## config.mk

```make
export PLATFORM = sky130hd
export DESIGN_NAME = adg732_scan_sequencer
export DESIGN_NICKNAME = d
export VERILOG_FILES = /design/src/rtl/adg732_scan_sequencer.sv
export SDC_FILE = /design/constraint.sdc
export NUM_CORES = 1
export LEC_CHECK = 0
export ABC_AREA = 1
export CORE_UTILIZATION = 44
export CTS_CLUSTER_SIZE = 40
export DETAILED_ROUTE_END_ITERATION = 16
export GPL_TIMING_DRIVEN = 0
export PLACE_DENSITY = 0.66
export SLEW_MARGIN = 20
export SYNTH_ARGS = -nofsm -noshare
export SYNTH_HDL_FRONTEND = slang
export SYNTH_SLANG_ARGS = --single-unit
```

## constraint.sdc

```tcl
create_clock -name clk -period 3.9 [get_ports clk]
set_clock_uncertainty 0.05 [all_clocks]
set_input_delay 0.78 -clock clk [delete_from_list [all_inputs] [get_ports clk]]
set_output_delay 0.78 -clock clk [all_outputs]
set_load 0.005 [all_outputs]
```

## src/rtl/adg732_scan_sequencer.sv

```systemverilog
// Walks an ADG732 32:1 mux through the channels set in a snapshot mask: SETUP/STROBE/HOLD write per channel, then a dwell.
// All pin outputs are registered; stop is deferred to a safe boundary so a strobe is never cut short.
module adg732_scan_sequencer #(
   parameter int PHASE   = 4,
   parameter int DWELL_W = 24
) (
   input  logic               clk,
   input  logic               rst,
   input  logic               start,
   input  logic               stop,
   input  logic               continuous,
   input  logic [31:0]        ch_mask,
   input  logic [DWELL_W-1:0] dwell_ticks,
   output logic               busy,
   output logic [4:0]         cur_ch,
   output logic               ch_valid,
   output logic               done,
   output logic               cs_n,
   output logic               wr_n,
   output logic               en_n,
   output logic [4:0]         addr
);

   typedef enum logic [2:0] {
      S_IDLE, S_SEARCH, S_SETUP, S_STROBE, S_HOLD, S_DWELL
   } state_t;

   localparam logic [7:0] PH = 8'(PHASE);

   state_t             r_state;
   logic [31:0]        r_mask;
   logic [DWELL_W-1:0] r_dwell;
   logic [DWELL_W-1:0] r_dcnt;
   logic [7:0]         r_pcnt;
   logic               r_cont;
   logic               r_first;
   logic               r_stop_pend;
   logic               r_busy;
   logic [4:0]         r_cur_ch;
   logic               r_ch_valid;
   logic               r_done;
   logic               r_cs_n;
   logic               r_wr_n;
   logic               r_en_n;
   logic [4:0]         r_addr;

   logic               w_up;
   logic [4:0]         w_up_ch;
   logic               w_any;
   logic [4:0]         w_wrap_ch;
   logic               w_stop;
   logic               w_phase_last;
   logic               w_end;

   // Descending loop so the last hit is the lowest qualifying bit.
   always_comb begin
      w_up      = 1'b0;
      w_up_ch   = 5'd0;
      w_any     = 1'b0;
      w_wrap_ch = 5'd0;
      for (int i = 31; i >= 0; i--) begin
         if (r_mask[i]) begin
            w_any     = 1'b1;
            w_wrap_ch = 5'(i);
            if (r_first || (5'(i) > r_cur_ch)) begin
               w_up    = 1'b1;
               w_up_ch = 5'(i);
            end
         end
      end
   end

   assign w_stop       = r_stop_pend | stop;
   assign w_phase_last = (r_pcnt == 8'd1);

   always_comb begin
      w_end = 1'b0;
      case (r_state)
         S_SEARCH: w_end = w_stop | ~w_any | (~w_up & ~r_cont);
         S_HOLD:   w_end = w_phase_last & w_stop;
         S_DWELL:  w_end = w_stop;
         default:  w_end = 1'b0;
      endcase
   end

   always_ff @(posedge clk) begin
      if (rst) begin
         r_state     <= S_IDLE;
         r_mask      <= '0;
         r_dwell     <= '0;
         r_dcnt      <= '0;
         r_pcnt      <= '0;
         r_cont      <= 1'b0;
         r_first     <= 1'b0;
         r_stop_pend <= 1'b0;
         r_busy      <= 1'b0;
         r_cur_ch    <= 5'd0;
         r_ch_valid  <= 1'b0;
         r_done      <= 1'b0;
         r_cs_n      <= 1'b1;
         r_wr_n      <= 1'b1;
         r_en_n      <= 1'b1;
         r_addr      <= 5'd0;
      end else begin
         r_done     <= 1'b0;
         r_ch_valid <= 1'b0;
         if ((r_state != S_IDLE) && stop) r_stop_pend <= 1'b1;
         case (r_state)
            S_IDLE: begin
               r_stop_pend <= 1'b0;
               if (start && !stop) begin
                  r_mask  <= ch_mask;
                  r_dwell <= (dwell_ticks == '0) ? DWELL_W'(1) : dwell_ticks;
                  r_cont  <= continuous;
                  r_first <= 1'b1;
                  r_busy  <= 1'b1;
                  r_state <= S_SEARCH;
               end
            end
            S_SEARCH: begin
               if (!w_end) begin
                  r_addr  <= w_up ? w_up_ch : w_wrap_ch;
                  r_cs_n  <= 1'b0;
                  r_first <= 1'b0;
                  r_pcnt  <= PH;
                  r_state <= S_SETUP;
               end
            end
            S_SETUP: begin
               if (w_phase_last) begin
                  r_wr_n  <= 1'b0;
                  r_pcnt  <= PH;
                  r_state <= S_STROBE;
               end else begin
                  r_pcnt <= r_pcnt - 8'd1;
               end
            end
            S_STROBE: begin
               if (w_phase_last) begin
                  r_wr_n  <= 1'b1;
                  r_pcnt  <= PH;
                  r_state <= S_HOLD;
               end else begin
                  r_pcnt <= r_pcnt - 8'd1;
               end
            end
            S_HOLD: begin
               if (w_phase_last) begin
                  // The device has latched by now, so cur_ch tracks it even on a stop.
                  r_cur_ch <= r_addr;
                  if (!w_stop) begin
                     r_cs_n     <= 1'b1;
                     r_en_n     <= 1'b0;
                     r_ch_valid <= 1'b1;
                     r_dcnt     <= r_dwell;
                     r_state    <= S_DWELL;
                  end
               end else begin
                  r_pcnt <= r_pcnt - 8'd1;
               end
            end
            S_DWELL: begin
               if (!w_stop) begin
                  if (r_dcnt == DWELL_W'(1)) r_state <= S_SEARCH;
                  else                       r_dcnt  <= r_dcnt - DWELL_W'(1);
               end
            end
            default: r_state <= S_IDLE;
         endcase
         if (w_end) begin
            r_state     <= S_IDLE;
            r_done      <= 1'b1;
            r_busy      <= 1'b0;
            r_cs_n      <= 1'b1;
            r_wr_n      <= 1'b1;
            r_en_n      <= 1'b1;
            r_stop_pend <= 1'b0;
         end
      end
   end

   assign busy     = r_busy;
   assign cur_ch   = r_cur_ch;
   assign ch_valid = r_ch_valid;
   assign done     = r_done;
   assign cs_n     = r_cs_n;
   assign wr_n     = r_wr_n;
   assign en_n     = r_en_n;
   assign addr     = r_addr;

endmodule

```

==> results.toml, run 1 <==
[outcome]
status = "finished, final reports clean"

[critical_path]
crit_family = "simple AND/OR/NAND/NOR gates"
crit_path_max_incr_delay_ps = 530
worstPathArrival_ps = 3380
worst-path-buf-inv = 4
worstSetupStartpoint = "cur_ch[4]"
rrSetupSlack_ps = 760
path_class = "reg2reg"
startpoint_type = "register"
crit_path_max_fanout = 7
crit_top_cell = "inv_2"
r2r_start = "cur_ch[4]"
path_cells = "inv_2, nor2_4, inv_2, o211ai_1, nand2_1, nor2_1, nand3_1, nor2_2, inv_2, o21ai_1, nand2_1, nand2_2, inv_2, nand2_2, a21oi_4, nand3_1, nand2_1, nor3b_1"
cp.required_ps = 4130
critPathCaptureType = "register"
cp_slowest_cell = "dfxtp_1"

[global_route]
met2_usage_pct = 42.5
grt_overflow_total = 0
track_usage_pct = 25.1
grt.busiest_layer = "met2"
grt_pass1_vias = 5635
grt_pass1_wl_mm = 27.6
gr-usage-met3_pct = 5.31
antenna_found_initial = 0
use_met1_pct = 31.4
grt_max_degree = 19

[sta]
final.setup.tns_ps = 0
min_period_ps = 3140
hold_viol = 0
fmax_ghz = 0.318
drv_slew = 0
worst_pin_slew_ps = 1080
finalSetupViolCount = 0
min_period_over_period_pct = 80.6
grt_setup_unrepaired = "no"
max_slew_margin_pct = 27.3
hold_ws_ps = 401

[final_layout]
finalNonFillerCells = 1177
antenna_cells = 0
area_delta_synth_final_pct = 21.2
n_fill_cell = 1340
drive_above_1_share_pct = 5.00
layout.nets = 1061
utilization_pct = 54.6

[clock_network]
post_cts_buffers = 0
ctsResizeCount = 0
clockBufferDepth = 2
cts_root_buffer = "clkbuf_16"
cts_sinks = 110
path_clk_slew_ps = 70
h-tree-depth = 3
cts_hold_buf = 0
cts_tree = "built"
clk-insertion-delay-late_ps = 360
cts_inserted_buffers = 9

[yosys]
ys_seq_area_share_pct = 37.1
synth_top_area_share_pct = 37.1
synth_area_per_cell_um2 = 6.53
synthCells = 910
ys_top_cells_by_area = "dfxtp_1 (37%), nand2_1 (12%), o21ai_0 (8.8%)"
synth_area_um2 = 5940
synth_area_leader_cell = "dfxtp_1"
synth_nets = 975
synth_seq_cells = 110
synth.distinct_cells = 46
yosys_warnings = 0

[floorplanning]
fp.dieW_um = 118
initial_core_util_pct = 45.0
placementRows = 42
die_area_um2 = 14000
core-area_um2 = 13200
boundaryPins = 77
die_h_um = 118

[hold_path]
hold_class = "reg2reg"
hp-start = "en_n"

[place]
portBuffers = 75
gp_congestion = 0.896
placed_cells = 1161
place.detailed.hpwl_mm = 12.9

[route]
routed_wl_mm = 16.9
via_count = 6151
wl_per_cell_um = 14.3
drc_errors = 0
post_drt_via_cell_ratio = 5.23
dr.pass1.iters = 5
antenna_left = 0
drt-initial-drc-count = 429

[pwr]
power.total_w = 0.00401
p_per_area_nw_per_um2 = 557
ir_worst_vdd_mv = 0.288
p_leak_nw = 3.06

[flow_run]
cap_viol_max_count = 0
where the power goes:
group | switching, W | internal, W
clock network | 0.000440 | 0.000459
registers | 0.000144 | 0.00132
logic | 0.00104 | 0.000612
total | 0.00162 | 0.00239
worst paths after layout:
path	to	cells after the start
hold / removal	en_n	2
hold reg to reg	en_n	2
setup reg to reg	r_pcnt[6]	18
setup / recovery	r_pcnt[6]	18
kinds of logic (layout without fill, tap and decap cells):
family,after synthesis,count (layout),share of synthesized area [%]
and+or+nand+nor,379,379,27.4
adders and majority gates,4,4,0.843
xor gates and xnor gates,9,9,1.33
DFF,110,110,37.1
buffers and inverters,158,249,10.1
AOI/OAI and AO/OA,250,250,23.2
through the flow:
step	area [um2]	setup slack (ps)
after floorplan	5940	1360
after global placement	6910	716
after detailed placement	6920	704
after CTS	7200	780
after global routing	7200	454
final	7200	757
area by class of cell:
type	instances	area, um2	share of cell area, %
Timing Repair Buffer	75	751	10.4
Sequential cell	110	2200	30.6
Tap cell	176	220	3.06
Inverter	126	475	6.61
Clock inverter	5	40.0	0.556
Multi-Input combinational cell	642	3140	43.6
Clock buffer	11	243	3.37
Buffer	32	125	1.74
worst reg2reg max path: stages (launching register included):
cell and delay (ps):
dfxtp_1 530, inv_2 140, nor2_4 180, inv_2 80
o211ai_1 200, nand2_1 110, nor2_1 260, nand3_1 170
nor2_2 170, inv_2 80, o21ai_1 140, nand2_1 80
nand2_2 80, inv_2 50, nand2_2 160, a21oi_4 110
nand3_1 90, nand2_1 180, nor3b_1 230
layout by cell type (no fill, tap or decap), types with 15 or more instances in the layout:
cell type,n
nand2_1,195
inv_1,111
dfxtp_1,110
o21ai_0,105
nor2_1,92
a21oi_1,92
clkdlybuf4s50_1,75
nand3_1,34
clkbuf_1,31
a31oi_1,16
nor3_1,15
registers in the layout (all words and copies together) (netlist names), 3 cells and up:
name,count
cur_ch,5
r_dcnt,24
r_mask,32
r_dwell,24
r_state,3
addr,5
r_pcnt,8
layer usage:
layer,up-vias,part of all wire [%]
li1,3177,-
met1,2775,45
met2,174,48
met3,25,5.2
met4,0,2.5
met5,-,0
synthesized netlist by cell type (all sizes together):
master  count
a211o       1
a211oi      2
a21boi      2
a21oi      93
a221oi      1
a311oi      1
a31oi      16
and2        1
buf         2
clkbuf     30
clkinv      4
dfxtp     110
ha          4
inv       122
nand2     200
nand3      36
nand4      12
nor2       98
nor3       17
nor3b       2
nor4       10
o211ai      7
o21a        1
o21ai     112
o21bai      5
o22ai       1
o311ai      2
o31ai       5
o41ai       1
or2         2
or3         1
xnor2       3
xor2        6
No activity file was read; power rests on OpenSTA's default activity.
==> run 2: changes to the inputs <==
- PLACE_DENSITY: 0.66 -> 0.68
- clock period: 3.9 -> 2.68 ns (I/O delays scaled with it)
==> run 2 against run 1 <==
Compared with the run above:
- total power grew 60%
- non-clock buffer count grew 38
- die area is the same
- critical path depth grew 4
- setup slack lost 720 ps
- global-route usage grew 0.63 points
- register-to-register slack lost 720 ps
- first-iteration DRC count grew 0.93%
- flip-flop and latch count is the same
- largest cell class unchanged
==> results.toml, run 2 (same netlist as run 1, synthesis figures left out) <==
[critical_path]
critPathCaptureType = "register"
crit_end = "r_pcnt[7]"
crit_path_max_incr_delay_ps = 410
rrSetupSlack_ps = 40
path_class = "reg2reg"
worstSetupStartpoint = "cur_ch[1]"
crit_path_max_fanout = 8
worst-path-buf-inv = 5
crit_family = "simple AND/OR/NAND/NOR gates"
path_cells = "nand2_1, inv_2, buf_4, a31oi_1, nor2_1, nand2_2, nor3_4, nand3_2, nor2_4, inv_2, o21ai_2, nand2_1, nand2_2, inv_2, nand2_4, a21oi_4, inv_4, nor2_4, nand3_2, nor2_2, xor2_1, nor2_1"
cp_slowest_cell = "dfxtp_4"
r2r-end = "r_pcnt[7]"
cp.required_ps = 2890
worst-path-stages = 22
r2r_start = "cur_ch[1]"
worstPathArrival_ps = 2850
crit_top_cell = "inv_2"
r2r_cells = 22
startpoint_type = "register"

[final_layout]
design_area_um2 = 7820
antenna_cells = 0
utilization_pct = 59.2
regMostFlops = "r_mask"
layout.nets = 1099
drive_above_1_share_pct = 14.0
area_delta_synth_final_pct = 31.6
layout_common_cells = "nand2_1 (186), inv_1 (104), dfxtp_1 (103)"
largest_registers = "r_mask: 32 flops, r_dcnt: 24 flops, r_dwell: 24 flops"
largest_reg_flops = 32
layout.cells.most_common = "nand2_1"

[route]
topRoutingLayerUsed = "met4"
drt-initial-drc-count = 433
wl_per_cell_um = 14.7
dr.pass1.iters = 5
routed_wl_mm = 17.8
antenna_left = 0
met3RoutedLength_um = 986
post_drt_via_cell_ratio = 5.31
dr_wl_met2_mm = 8.49
wl_met1_mm = 7.70
drc_errors = 0
via_count = 6450

[sta]
worst_pin_slew_ps = 654
max_slew_margin_pct = 56.4
min_period_ps = 2640
finalSetupViolCount = 0
final.setup.tns_ps = 0
hold_viol = 0
hold_ws_ps = 415
fin_ws_ps = 40.5
fmax_ghz = 0.379
drv_slew = 0
grt_setup_unrepaired = "yes"
min_period_over_period_pct = 98.5

[pwr]
ir_worst_vdd_mv = 0.398
p_leak_nw = 3.33
p_per_area_nw_per_um2 = 820

[global_route]
antenna_found_initial = 0
grt_pass1_wl_mm = 28.5
grt_max_degree = 21
track_usage_pct = 25.7
grt_pass1_vias = 5867
grt_overflow_total = 0

[clock_network]
clk-insertion-delay-late_ps = 370
h-tree-depth = 3
clockBufferDepth = 2
cts_root_buffer = "clkbuf_16"
cts_sinks = 110
path_clk_slew_ps = 80
cts_inserted_buffers = 9
cts_hold_buf = 0
cts_tree = "built"

[place]
place_area_um2 = 6920
portBuffers = 75
place.detailed.hpwl_mm = 12.8
pre_cts_slack_ps = -425
gp_congestion = 0.921

[floorplanning]
die_area_um2 = 14000
placementRows = 42
die_h_um = 118
core-area_um2 = 13200
fp.dieW_um = 118
initial_core_util_pct = 45.0
boundaryPins = 77

[hold_path]
min_delay_path_depth = 2
hold_class = "reg2reg"

[flow_run]
cap_viol_max_count = 0

[outcome]
status = "finished, final reports clean"
[run 2: cell count changes in the layout (fill, tap and decap cells not counted), sizes merged]
cell and change:
inv +2, clkbuf -2, clkinv -2, clkinvlp +2, buf +38
[run 2: metal layers]
metal  global-route usage (%)  vias to the layer above
li1                         -                     3259
met1                     31.6                     2927
met2                     43.0                      217
met3                     5.65                       47
met4                     11.5                        0
met5                        0                        -
[run 2: where the power goes]
part | internal (W) | switching [W] | total (W)
combinational | 0.00123 | 0.00170 | 0.00293
clock | 0.000655 | 0.000681 | 0.00134
sequential | 0.00192 | 0.000233 | 0.00215
total | 0.00380 | 0.00261 | 0.00641
[run 2: worst register-to-register path, stage by stage (launching register included)]
cell and delay, ps:
dfxtp_4 410, nand2_1 80, inv_2 110, buf_4 120, a31oi_1 90, nor2_1 170
nand2_2 110, nor3_4 190, nand3_2 140, nor2_4 120, inv_2 50, o21ai_2 100
nand2_1 70, nand2_2 100, inv_2 50, nand2_4 70, a21oi_4 70, inv_4 90
nor2_4 40, nand3_2 70, nor2_2 40, xor2_1 150, nor2_1 50
[run 2: cell type report]
type,count,area [um2]
Clock buffer,9,225
Tap cell,176,220
Fill cell,1267,5380
Clock inverter,7,63.8
Multi-Input combinational cell,642,3410
Buffer,31,128
Timing Repair Buffer,114,1050
Inverter,126,488
Sequential cell,110,2230
[run 2: metrics by stage]
step           cells  power (W)
2_1_floorplan    910    0.00385
3_3_place_gp    1161    0.00450
3_5_place_dp    1161    0.00452
4_1_cts         1198    0.00611
5_1_grt         1215    0.00688
6_report        1215    0.00641
[run 2: worst min path at each step]
stage	start	end
after detailed placement	r_dwell[19]	r_dwell[19]
after global placement	en_n	en_n
final	en_n	en_n
after CTS	r_dwell[19]	r_dwell[19]
after floorplan	r_pcnt[5]	r_pcnt[5]
after global routing	r_dwell[3]	r_dwell[3]
[run 2: what timing repair did]
item	in CTS	in global routing
endpoints found under the setup margin	33	37
gates resized for setup	43	57
pin swaps	14	26
setup buffers	21	18
==> run 3: changes to the inputs <==
- MAX_ROUTING_LAYER: not set -> met4
- PLACE_DENSITY: 0.68 -> 0.66
- clock period: 2.68 -> 3 ns (I/O delays scaled with it)
==> run 3 against run 2 <==
Compared with the run above:
- final cell count is 2.7% lower
- clock power fell by 13%
- sequential share of layout area up 1.5 points
- via count shrank 4.7%
- hold slack lost 14 ps
- first-iteration DRC count decreased by 8.8%
- die area is the same
- critical path depth grew 1
- setup slack improved by 170 ps
==> results.toml, run 3 (same netlist as run 1, synthesis figures left out) <==
[final_layout]
layout_common_cells = "nand2_1 (190), inv_1 (109), o21ai_0 (105), dfxtp_1 (105), a21oi_1 (92)"
drive_above_1_share_pct = 8.15
utilization_pct = 55.9
regMostFlops = "r_mask"
n_fill_cell = 1324
antenna_cells = 0
largest_registers = "r_mask: 32 flops, r_dcnt: 24 flops, r_dwell: 24 flops"
layout.cells.most_common = "nand2_1"
design_area_um2 = 7370
area_delta_synth_final_pct = 24.1
largest_reg_flops = 32
layout.nets = 1066

[critical_path]
crit_family = "simple AND/OR/NAND/NOR gates"
rrSetupSlack_ps = 210
r2r_cells = 23
r2r_start = "r_first"
startpoint_type = "register"
cp_slowest_cell = "dfxtp_1"
worstSetupStartpoint = "r_first"
path_class = "reg2reg"
crit_path_max_fanout = 8
worst-path-stages = 23
r2r-end = "r_pcnt[7]"
crit_path_max_incr_delay_ps = 310
worst-path-buf-inv = 5
worstPathArrival_ps = 2990
cp.required_ps = 3200
path_cells = "buf_6, buf_4, nor2_4, nand2_2, o21ai_2, and2_1, nand3_2, nor3_4, nand3_2, nor2_4, inv_2, o21ai_1, nand2_1, nand2_2, inv_2, nand2_4, a21oi_4, inv_4, nor2_4, nand3_2, nor2_2, xor2_1, nor2_1"
crit_end = "r_pcnt[7]"
critPathCaptureType = "register"

[global_route]
grt_pass1_vias = 5666
grt_pass1_wl_mm = 27.7
grt_max_degree = 19
antenna_found_initial = 0
track_usage_pct = 25.9
grt_overflow_total = 0

[sta]
hold_viol = 0
grt_setup_unrepaired = "yes"
drv_slew = 0
fmax_ghz = 0.359
min_period_over_period_pct = 92.9
final.setup.tns_ps = 0
hold_ws_ps = 401
max_slew_margin_pct = 45.5
min_period_ps = 2790
worst_pin_slew_ps = 811
finalSetupViolCount = 0

[flow_run]
cap_viol_max_count = 0

[floorplanning]
initial_core_util_pct = 45.0
die_area_um2 = 14000
fp.dieW_um = 118
core-area_um2 = 13200
boundaryPins = 77
placementRows = 42
die_h_um = 118

[clock_network]
clockBufferDepth = 2
path_clk_slew_ps = 70
cts_tree = "built"
cts_root_buffer = "clkbuf_16"
h-tree-depth = 3
cts_sinks = 110
cts_inserted_buffers = 9
cts_hold_buf = 0
clk-insertion-delay-late_ps = 360

[route]
dr.pass1.iters = 5
drt-initial-drc-count = 395
routed_wl_mm = 17.1
drc_errors = 0
post_drt_via_cell_ratio = 5.20
via_count = 6150
antenna_left = 0
wl_per_cell_um = 14.5

[hold_path]
hold_class = "reg2reg"

[place]
place.detailed.hpwl_mm = 12.9
portBuffers = 75
place_area_um2 = 6920
gp_congestion = 0.911

[pwr]
p_per_area_nw_per_um2 = 727
power.total_w = 0.00536
ir_worst_vdd_mv = 0.340
p_leak_nw = 3.11

[outcome]
status = "finished, final reports clean"
run 3: changes by cell type in the layout (fill, tap and decap cells not counted), moves of 4 or more:
cell / before / now
nand2_1: 186 / 190
nor2_1: 80 / 84
dfxtp_4: 6 / 2
buf_4: 37 / 5
o21ai_0: 100 / 105
inv_1: 104 / 109
run 3: area by class of cell:
class                      instances  area, um2  area share (%)
clock buffer                      11        243            3.29
timing repair buffer              80        788            10.7
buffer                            32        136            1.85
tap                              176        220            2.99
clock inverter                     5       40.0           0.543
inverter                         126        478            6.48
sequential                       110       2210            30.0
multi-input combinational        642       3250            44.1
run 3: through the flow:
stage,setup slack (ps),std cells
4_1_cts,21.6,1178
3_5_place_dp,-78.7,1161
3_3_place_gp,-51.6,1161
6_report,213,1182
5_1_grt,-68.8,1182
2_1_floorplan,459,910
run 3: where the power goes:
group	total (W)	internal, W	switching (W)
Combinational	0.00228	0.000871	0.00141
Sequential	0.00190	0.00171	0.000190
Clock	0.00117	0.000596	0.000575
run 3: worst min-delay path, cell delays in order, from the launching register on:
cell     delay (ps)
dfxtp_1         310
nand2_1          60
nand2_1          40
run 3: timing repair:
item | in CTS | in global routing
setup endpoints to repair | 11 | 25
resized for setup | 7 | 36
setup buffers | 1 | 4
pin swaps | 1 | 11
run 3: worst min path at each step:
stage | from | to | slack (ps) | depth (start not counted)
final | en_n | en_n | 400 | 2
after global routing | en_n | en_n | 430 | 2
after detailed placement | en_n | en_n | 390 | 2
after floorplan | r_pcnt[5] | r_pcnt[5] | 390 | 2
after CTS | en_n | en_n | 410 | 2
after global placement | en_n | en_n | 390 | 2
run 3: per-layer routing:
| metal | vias up | track usage (%) | wire length [um] |
|---|---|---|---|
| met5 | - | - | 0 |
| met4 | 0 | 8.33 | 391 |
| met3 | 25 | 5.26 | 896 |
| met2 | 160 | 43.0 | 8230 |
| met1 | 2775 | 31.5 | 7600 |
| li1 | 3190 | - | - |
